$ cat src/rtl/reset_sequencer_if.sv
// -----------------------------------------------------------------------------
// reset_sequencer_if
//   Bundles the board-facing and domain-facing signals of reset_sequencer.
//   The clock and the synchronous reset are plain ports on the sequencer.
//
//   btn_n           raw reset button, active low, asynchronous
//   pll_lock        PLL lock flags, asynchronous, all must be high
//   pll_clk_en      gated-clock enable to PLL enclk, 1 = clock running
//   domain_reset    per-domain reset, active high, released in index order
//   sys_ready       1 = every domain released (RUN)
//   lock_lost_count saturating count of lock losses after clock enable
//   state           FSM state for debug: HOLD=0 WAIT_LOCK=1 CLK_EN=2
//                   RELEASE=3 RUN=4
//
//   master : the sequencer side (drives the enables and resets)
//   slave  : the board side (drives the button and lock flags)
// -----------------------------------------------------------------------------
interface reset_sequencer_if #(
   parameter int NUM_LOCKS   = 1,
   parameter int NUM_DOMAINS = 3
);
   logic                   btn_n;
   logic [NUM_LOCKS-1:0]   pll_lock;
   logic                   pll_clk_en;
   logic [NUM_DOMAINS-1:0] domain_reset;
   logic                   sys_ready;
   logic [7:0]             lock_lost_count;
   logic [2:0]             state;

   modport master (
      input  btn_n,
      input  pll_lock,
      output pll_clk_en,
      output domain_reset,
      output sys_ready,
      output lock_lost_count,
      output state
   );

   modport slave (
      output btn_n,
      output pll_lock,
      input  pll_clk_en,
      input  domain_reset,
      input  sys_ready,
      input  lock_lost_count,
      input  state
   );
endinterface

$ cat src/rtl/reset_sequencer.sv
// -----------------------------------------------------------------------------
// reset_sequencer
//   Clock/reset sequencer for the FPGA top level. Debounces the board reset
//   button, qualifies the PLL lock flags, then enables the gated memory clock
//   and releases the domain resets one at a time. A lock loss or a button
//   press after the clock is enabled drops everything back into HOLD, giving
//   a controlled restart of all downstream domains.
//
//   Ports
//     io_axiClk  in  system clock, every register on its rising edge
//     io_reset   in  synchronous active-high reset
//     bus        reset_sequencer_if.master (button, locks, enables, resets,
//                ready flag, lock-loss counter, debug state)
//
//   Parameters (all expected to be >= 1)
//     NUM_LOCKS          number of PLL lock inputs, all must be high
//     NUM_DOMAINS        number of domain resets, released in index order
//     DEBOUNCE_CYCLES    consecutive differing samples before the button flips
//     HOLD_CYCLES        minimum cycles spent in HOLD per entry
//     LOCK_STABLE_CYCLES consecutive all-locked cycles before clock enable
//     STAGE_DELAY_CYCLES cycles between clock enable and each reset release
// -----------------------------------------------------------------------------
module reset_sequencer #(
   parameter int NUM_LOCKS          = 1,
   parameter int NUM_DOMAINS        = 3,
   parameter int DEBOUNCE_CYCLES    = 65536,
   parameter int HOLD_CYCLES        = 256,
   parameter int LOCK_STABLE_CYCLES = 1024,
   parameter int STAGE_DELAY_CYCLES = 64
) (
   input  logic               io_axiClk,
   input  logic               io_reset,
   reset_sequencer_if.master  bus
);

   // Counter widths hold the full parameter value, so no count ever truncates.
   localparam int DEB_W   = $clog2(DEBOUNCE_CYCLES + 1);
   localparam int HOLD_W  = $clog2(HOLD_CYCLES + 1);
   localparam int LOCK_W  = $clog2(LOCK_STABLE_CYCLES + 1);
   localparam int STAGE_W = $clog2(STAGE_DELAY_CYCLES + 1);

   localparam logic [DEB_W-1:0]   DEB_LAST   = DEB_W'(DEBOUNCE_CYCLES - 1);
   localparam logic [HOLD_W-1:0]  HOLD_MIN   = HOLD_W'(HOLD_CYCLES);
   localparam logic [LOCK_W-1:0]  LOCK_LAST  = LOCK_W'(LOCK_STABLE_CYCLES - 1);
   localparam logic [STAGE_W-1:0] STAGE_LAST = STAGE_W'(STAGE_DELAY_CYCLES - 1);

   typedef enum logic [2:0] {
      HOLD      = 3'd0,
      WAIT_LOCK = 3'd1,
      CLK_EN    = 3'd2,
      RELEASE   = 3'd3,
      RUN       = 3'd4
   } state_t;

   // Two-flop synchronisers for the asynchronous board inputs.
   logic                   btn_meta;
   logic                   btn_sync;
   logic [NUM_LOCKS-1:0]   lock_meta;
   logic [NUM_LOCKS-1:0]   lock_sync;

   // Debounced button level: 1 = released, 0 = pressed.
   logic                   btn_level;
   logic [DEB_W-1:0]       deb_cnt;

   logic [HOLD_W-1:0]      hold_cnt;
   logic [LOCK_W-1:0]      lock_cnt;
   logic [STAGE_W-1:0]     stage_cnt;

   state_t                 state_q;
   logic                   pll_clk_en_q;
   logic [NUM_DOMAINS-1:0] domain_reset_q;
   logic                   sys_ready_q;
   logic [7:0]             lost_cnt_q;

   logic                   lock_all;
   logic                   pressed;
   logic                   in_seq;
   logic                   abort_now;
   logic [NUM_DOMAINS-1:0] dr_next;

   assign lock_all  = &lock_sync;
   assign pressed   = ~btn_level;

   // Once the gated clock is running, any lock loss or press restarts.
   assign in_seq    = (state_q == CLK_EN) || (state_q == RELEASE) || (state_q == RUN);
   assign abort_now = in_seq && (!lock_all || pressed);

   // Releasing domains in index order is a left shift that feeds in zeros:
   // 111 -> 110 -> 100 -> 000. All-zero after the shift means the last
   // domain is being released, which is also the single-domain case.
   assign dr_next   = domain_reset_q << 1;

   // NOTE: every register here is assigned with <= so all of them update
   // from the same pre-edge values; blocking assignments would let later
   // statements see half-updated state and break the two-flop synchronisers.
   always_ff @(posedge io_axiClk) begin
      if (io_reset) begin
         btn_meta       <= 1'b1;
         btn_sync       <= 1'b1;
         btn_level      <= 1'b1;
         deb_cnt        <= '0;
         lock_meta      <= '0;
         lock_sync      <= '0;
         hold_cnt       <= '0;
         lock_cnt       <= '0;
         stage_cnt      <= '0;
         state_q        <= HOLD;
         pll_clk_en_q   <= 1'b0;
         domain_reset_q <= '1;
         sys_ready_q    <= 1'b0;
         lost_cnt_q     <= '0;
      end else begin
         btn_meta  <= bus.btn_n;
         btn_sync  <= btn_meta;
         lock_meta <= bus.pll_lock;
         lock_sync <= lock_meta;

         // Debounce: a run of differing samples flips the level on its last
         // sample; any sample matching the current level restarts the run.
         if (btn_sync == btn_level) begin
            deb_cnt <= '0;
         end else if (deb_cnt == DEB_LAST) begin
            btn_level <= btn_sync;
            deb_cnt   <= '0;
         end else begin
            deb_cnt <= deb_cnt + DEB_W'(1);
         end

         if (abort_now) begin
            state_q        <= HOLD;
            pll_clk_en_q   <= 1'b0;
            domain_reset_q <= '1;
            sys_ready_q    <= 1'b0;
            stage_cnt      <= '0;
            hold_cnt       <= '0;
            lock_cnt       <= '0;
            // Lock loss wins over a simultaneous press for the counter.
            if (!lock_all && lost_cnt_q != 8'hFF)
               lost_cnt_q <= lost_cnt_q + 8'd1;
         end else begin
            unique case (state_q)
               HOLD: begin
                  lock_cnt  <= '0;
                  stage_cnt <= '0;
                  if (hold_cnt >= HOLD_MIN && !pressed) begin
                     state_q  <= WAIT_LOCK;
                     hold_cnt <= '0;
                  end else if (hold_cnt < HOLD_MIN) begin
                     hold_cnt <= hold_cnt + HOLD_W'(1);
                  end
               end

               WAIT_LOCK: begin
                  if (pressed) begin
                     state_q  <= HOLD;
                     hold_cnt <= '0;
                     lock_cnt <= '0;
                  end else if (!lock_all) begin
                     lock_cnt <= '0;
                  end else if (lock_cnt == LOCK_LAST) begin
                     state_q      <= CLK_EN;
                     pll_clk_en_q <= 1'b1;
                     lock_cnt     <= '0;
                     stage_cnt    <= '0;
                  end else begin
                     lock_cnt <= lock_cnt + LOCK_W'(1);
                  end
               end

               CLK_EN, RELEASE: begin
                  if (stage_cnt == STAGE_LAST) begin
                     stage_cnt      <= '0;
                     domain_reset_q <= dr_next;
                     if (dr_next == '0) begin
                        state_q     <= RUN;
                        sys_ready_q <= 1'b1;
                     end else begin
                        state_q <= RELEASE;
                     end
                  end else begin
                     stage_cnt <= stage_cnt + STAGE_W'(1);
                  end
               end

               RUN: begin
                  stage_cnt <= '0;
               end

               default: begin
                  // Unused encodings recover through a clean HOLD entry.
                  state_q        <= HOLD;
                  pll_clk_en_q   <= 1'b0;
                  domain_reset_q <= '1;
                  sys_ready_q    <= 1'b0;
                  hold_cnt       <= '0;
                  lock_cnt       <= '0;
                  stage_cnt      <= '0;
               end
            endcase
         end
      end
   end

   assign bus.pll_clk_en      = pll_clk_en_q;
   assign bus.domain_reset    = domain_reset_q;
   assign bus.sys_ready       = sys_ready_q;
   assign bus.lock_lost_count = lost_cnt_q;
   assign bus.state           = state_q;

endmodule

$ cat src/flat_wrapper.sv
// flat-port wrapper written by rule: the top's interface ports become plain ports
module reset_sequencer_flat 
#(
   parameter int NUM_LOCKS          = 1,
   parameter int NUM_DOMAINS        = 3,
   parameter int DEBOUNCE_CYCLES    = 65536,
   parameter int HOLD_CYCLES        = 256,
   parameter int LOCK_STABLE_CYCLES = 1024,
   parameter int STAGE_DELAY_CYCLES = 64
)
  (io_axiClk, io_reset, bus_btn_n, bus_pll_lock, bus_pll_clk_en, bus_domain_reset, bus_sys_ready, bus_lock_lost_count, bus_state);
  reset_sequencer_if #(.NUM_LOCKS(NUM_LOCKS), .NUM_DOMAINS(NUM_DOMAINS)) bus_i ();
  input  logic io_axiClk;
  input  logic io_reset;
  input wire logic [$bits(bus_i.btn_n)-1:0] bus_btn_n;
  input wire logic [$bits(bus_i.pll_lock)-1:0] bus_pll_lock;
  output wire logic [$bits(bus_i.pll_clk_en)-1:0] bus_pll_clk_en;
  output wire logic [$bits(bus_i.domain_reset)-1:0] bus_domain_reset;
  output wire logic [$bits(bus_i.sys_ready)-1:0] bus_sys_ready;
  output wire logic [$bits(bus_i.lock_lost_count)-1:0] bus_lock_lost_count;
  output wire logic [$bits(bus_i.state)-1:0] bus_state;
  assign bus_i.btn_n = bus_btn_n;
  assign bus_i.pll_lock = bus_pll_lock;
  assign bus_pll_clk_en = bus_i.pll_clk_en;
  assign bus_domain_reset = bus_i.domain_reset;
  assign bus_sys_ready = bus_i.sys_ready;
  assign bus_lock_lost_count = bus_i.lock_lost_count;
  assign bus_state = bus_i.state;
  reset_sequencer #(.NUM_LOCKS(NUM_LOCKS), .NUM_DOMAINS(NUM_DOMAINS), .DEBOUNCE_CYCLES(DEBOUNCE_CYCLES), .HOLD_CYCLES(HOLD_CYCLES), .LOCK_STABLE_CYCLES(LOCK_STABLE_CYCLES), .STAGE_DELAY_CYCLES(STAGE_DELAY_CYCLES)) u_core (.io_axiClk(io_axiClk), .io_reset(io_reset), .bus(bus_i));
endmodule
$ cat config.mk
export PLATFORM = sky130hd
export DESIGN_NAME = reset_sequencer_flat
export DESIGN_NICKNAME = d
export VERILOG_FILES = /design/src/rtl/reset_sequencer_if.sv /design/src/rtl/reset_sequencer.sv /design/src/flat_wrapper.sv
export SDC_FILE = /design/constraint.sdc
export NUM_CORES = 1
export LEC_CHECK = 0
export CAP_MARGIN = 10
export CELL_PAD_IN_SITES_DETAIL_PLACEMENT = 1
export CELL_PAD_IN_SITES_GLOBAL_PLACEMENT = 1
export CORE_MARGIN = 2
export CORE_UTILIZATION = 48
export CTS_CLUSTER_DIAMETER = 80
export CTS_CLUSTER_SIZE = 25
export DETAILED_ROUTE_END_ITERATION = 6
export MAX_ROUTING_LAYER = met4
export PLACE_DENSITY_LB_ADDON = 0.1
export SYNTH_ARGS = -nofsm -noshare
export SYNTH_HDL_FRONTEND = slang
export SYNTH_SLANG_ARGS = --single-unit
$ cat constraint.sdc
create_clock -name io_axiClk -period 4.6 [get_ports io_axiClk]
set_clock_uncertainty 0.15 [all_clocks]
set_input_delay 1.38 -clock io_axiClk [delete_from_list [all_inputs] [get_ports io_axiClk]]
set_output_delay 1.38 -clock io_axiClk [all_outputs]
set_load 0.02 [all_outputs]
==> flow_metrics.env <==
export IMPL_outcome="completed"
export IMPL_cts_resized_gates=0
export IMPL_clk_sink_count=65
export IMPL_root_buffer="sky130_fd_sc_hd__clkbuf_8"
export IMPL_routed_via_count=2742
export IMPL_period_share_pct=70.5
export IMPL_route_layer_met1_wl_um=3500
export IMPL_hold_slack_ns=0.270
export IMPL_ys_top_cells_by_area="sky130_fd_sc_hd__dfxtp_1 42%, sky130_fd_sc_hd__a21oi_1 4.3%, sky130_fd_sc_hd__nand3_1 3.8%"
export IMPL_grtUsageTotal_pct=22.1
export IMPL_worst_endpoint_arrival_ns=3.37
export IMPL_clk_insertion_delay_late_ns=0.33
export IMPL_initial_antenna_violation_count=0
export IMPL_finalWeightedCongestion=0.808
export IMPL_timing_final_max_slew_violations=0
export IMPL_worstSetupStartpointType="input pin"
export IMPL_rr_worst_depth=4
export IMPL_gr_total_overflow=0
export IMPL_synth_fp_nets=368
export IMPL_pre_repair_dr_iteration_count=4
export IMPL_reg2reg_to="u_core.hold_cnt[7]$_SDFFE_PP0P_"
export IMPL_share_clk_of_total_power_pct=39.6
export IMPL_fmax_ghz=0.308
export IMPL_detail_route_iter0_violations=85
export IMPL_critical_path_max_fanout=20
export IMPL_vdd_ir_drop_worst_uv=160
export IMPL_h_tree_depth=3
export IMPL_topRoutingLayerUsed="met4"
export IMPL_seqPwrFrac_pct=57.6
export IMPL_num_antenna_cells=0
export IMPL_number_of_max_cap_violations=0
export IMPL_reg2reg_launch_point="u_core.bus.state[1]$_SDFFE_PP0P_"
export IMPL_total_switching_power_w=0.000223
export IMPL_vias_per_cell=6.03
export IMPL_layout_commonest_cell="sky130_fd_sc_hd__dfxtp_1"
export IMPL_num_rows=29
export IMPL_dieHeight_um=84.7
export IMPL_max_slew_margin_pct=29.6
export IMPL_netlist_area_leader_share_pct=41.6
export IMPL_hold_path_class="reg2reg"
export IMPL_synthArstFlopShare_pct=0
export IMPL_pwr_density_cell_nw_per_um2=284
export IMPL_nets=383
export IMPL_wl_met2_um=3610
export IMPL_floorplan_initialDensity_pct=49.5
export IMPL_ys_ff_latch=65
export IMPL_synth_seq_area_share_pct=41.6
export IMPL_area_growth_syn_to_layout_pct=12.1
export IMPL_rsz0062_at_grt="no"
export IMPL_post_synth_top_flop="sky130_fd_sc_hd__dfxtp_1"
export IMPL_netSwitchingFraction_pct=22.4
export IMPL_worst_slew_pin_slew_ns=1.05
export IMPL_vias_in_the_first_global_route=2754
export IMPL_final_antenna_net_count=0
export IMPL_hold_start="u_core.btn_meta$_SDFF_PP1_"
export IMPL_num_fill_cells=762
export IMPL_report_final_hold_viol_count=0
export IMPL_worst_setup_path_type="in2reg"
export IMPL_port_buffers=19
export IMPL_top_level_ports=20
export IMPL_dp_hpwl_um=5210
export IMPL_core_area_um2=6310
export IMPL_clk_path_buf_depth=2
export IMPL_hold_buffers=0
export IMPL_cp_data_required_time_ns=4.72
export IMPL_routed_wire_length_per_instance_um=16.0
export IMPL_post_synth_instance_area_um2=3120
export IMPL_leakage_power_summed_over_all_cells_nw=1.13
export IMPL_drt_drc_violations_left=0
export IMPL_layout_cells_most_common_list="65 x sky130_fd_sc_hd__dfxtp_1, 27 x sky130_fd_sc_hd__nand2_1, 27 x sky130_fd_sc_hd__a21oi_1"
export IMPL_dr_wl_met3_um=122
export IMPL_internal_power_consumption_w=0.000771
export IMPL_ff2ff_setup_slack_ns=2.01
export IMPL_final_period_minus_worst_setup_slack_ns=3.24
export IMPL_wire_length_of_the_first_global_routing_pass_um=12700
export IMPL_endpoint="u_core.bus.state[0]$_SDFFE_PP0P_"
export IMPL_totalNegativeSetupSlack_ns=0
export IMPL_end_kind="flop"
export IMPL_timing_final_setup_violations=0
export IMPL_grt_max_degree=21
export IMPL_synth_warning_count=0
export IMPL_synth_top_area_cell="sky130_fd_sc_hd__dfxtp_1"
export IMPL_drive_gt1_share_pct=7.67
export IMPL_cts_reportedPaths_clkPinSlew_ns=0.07
export IMPL_cts_setup_buffers=0
export IMPL_die_area_um2=7170
export IMPL_post_synth_cell_area_avg_um2=8.73
export IMPL_numCtsBuffers=9
export IMPL_die_x_um=84.7
export IMPL_tritoncts="done"
export IMPL_worst_setup_path_startpoint="io_reset"
export IMPL_postRouteWirelength_um=7290
export IMPL_syn_instance_count=358
export IMPL_synth_enable_flop_cells=0
export IMPL_yosysUniqueCellTypes=61
export IMPL_pwr_share_comb_pct=2.8
[cells by family after synthesis]
group / count (synthesis) / synth area share (%)
simple gates: 163 / 29.7
xor+xnor: 18 / 5.05
mux: 5 / 1.64
buf+inv: 24 / 3.36
compound gates: 77 / 16.2
fa+ha+maj: 6 / 2.40
flops: 65 / 41.7
[Yosys cell counts, types with 2 or more instances]
library cell	n
sky130_fd_sc_hd__and3_1	3
sky130_fd_sc_hd__nand2b_1	3
sky130_fd_sc_hd__or2_2	4
sky130_fd_sc_hd__and2_1	4
sky130_fd_sc_hd__a211o_1	2
sky130_fd_sc_hd__nor2_1	23
sky130_fd_sc_hd__mux2i_1	4
sky130_fd_sc_hd__nor3_1	10
sky130_fd_sc_hd__nand2_1	27
sky130_fd_sc_hd__dfxtp_1	65
sky130_fd_sc_hd__and4_1	5
sky130_fd_sc_hd__a21oi_1	27
sky130_fd_sc_hd__a31o_2	2
sky130_fd_sc_hd__nor2b_1	4
sky130_fd_sc_hd__o31ai_1	10
sky130_fd_sc_hd__buf_2	6
sky130_fd_sc_hd__o21ai_0	14
sky130_fd_sc_hd__nand4b_1	2
sky130_fd_sc_hd__ha_1	6
sky130_fd_sc_hd__or3_1	13
sky130_fd_sc_hd__inv_1	7
sky130_fd_sc_hd__nor4_1	5
sky130_fd_sc_hd__nand3_1	24
sky130_fd_sc_hd__a32oi_1	2
sky130_fd_sc_hd__xnor2_1	6
sky130_fd_sc_hd__or4_1	10
sky130_fd_sc_hd__nand3b_1	2
sky130_fd_sc_hd__o211ai_1	2
sky130_fd_sc_hd__clkbuf_1	10
sky130_fd_sc_hd__nand4_1	12
sky130_fd_sc_hd__a31oi_1	3
sky130_fd_sc_hd__xor2_1	12
[power by group through the flow]
stage	sequential (W)	combinational, W	clock (W)
after floorplan	0.000584	0.0000195	0
after global placement	0.000585	0.0000271	0
after detailed placement	0.000585	0.0000280	0
after CTS	0.000573	0.0000282	0.000406
after global routing	0.000573	0.0000312	0.000435
final	0.000573	0.0000276	0.000394
[how the worst min path moves through the flow]
stage                                            end  slack, ns  depth (start not counted)
final                     u_core.btn_sync$_SDFF_PP1_       0.27                          1
after global routing      u_core.btn_sync$_SDFF_PP1_       0.31                          1
after CTS                 u_core.btn_sync$_SDFF_PP1_       0.27                          1
after detailed placement  u_core.btn_sync$_SDFF_PP1_       0.25                          1
after global placement    u_core.btn_sync$_SDFF_PP1_       0.27                          1
after floorplan           u_core.btn_sync$_SDFF_PP1_       0.24                          1
[state kept, by name, summed over array words and instances, names as in the netlist]
register,count
u_core.deb_cnt,17
u_core.lock_cnt,11
u_core.hold_cnt,9
u_core.bus.lock_lost_count,8
u_core.stage_cnt,7
u_core.bus.domain_reset,3
u_core.bus.state,3
u_core.btn_level,1
u_core.btn_meta,1
u_core.btn_sync,1
u_core.bus.pll_clk_en,1
u_core.bus.sys_ready,1
u_core.lock_all,1
u_core.lock_meta,1
[per-stage QoR]
stage                     util [%]  setup slack (ns)  power (W)  std cells  area [um^2]
after CTS                     55.5              1.38    0.00101        455         3500
after global placement        53.0              1.11   0.000612        439         3350
after global routing          55.5              1.23    0.00104        455         3500
after detailed placement      53.0              1.08   0.000613        439         3350
after floorplan                  -              1.92   0.000603        358         3120
final                         55.5              1.36   0.000994        455         3500
[cell type report]
type | count | area (um^2) | share of cell area (%)
Multi-Input combinational cell | 269 | 1720 | 49.1
Sequential cell | 65 | 1300 | 37.2
Timing Repair Buffer | 21 | 205 | 5.86
Clock buffer | 12 | 135 | 3.86
Tap cell | 77 | 96.3 | 2.75
Inverter | 7 | 26.3 | 0.750
Clock inverter | 4 | 20.0 | 0.572
[critical path, cell delays in order]
cell                              delay (ns)
sky130_fd_sc_hd__clkdlybuf4s50_1        0.56
sky130_fd_sc_hd__buf_4                  0.25
sky130_fd_sc_hd__and3b_1                0.23
sky130_fd_sc_hd__a31oi_1                0.05
sky130_fd_sc_hd__buf_4                  0.24
sky130_fd_sc_hd__a2111oi_0              0.46
sky130_fd_sc_hd__a32o_1                 0.18
[per-layer routing]
metal	vias up	track usage, %
met5	-	-
met4	0	6.93
met3	7	3.54
met2	21	35.5
met1	1350	28.8
li1	1364	-
(Power assumes the default switching activity.)
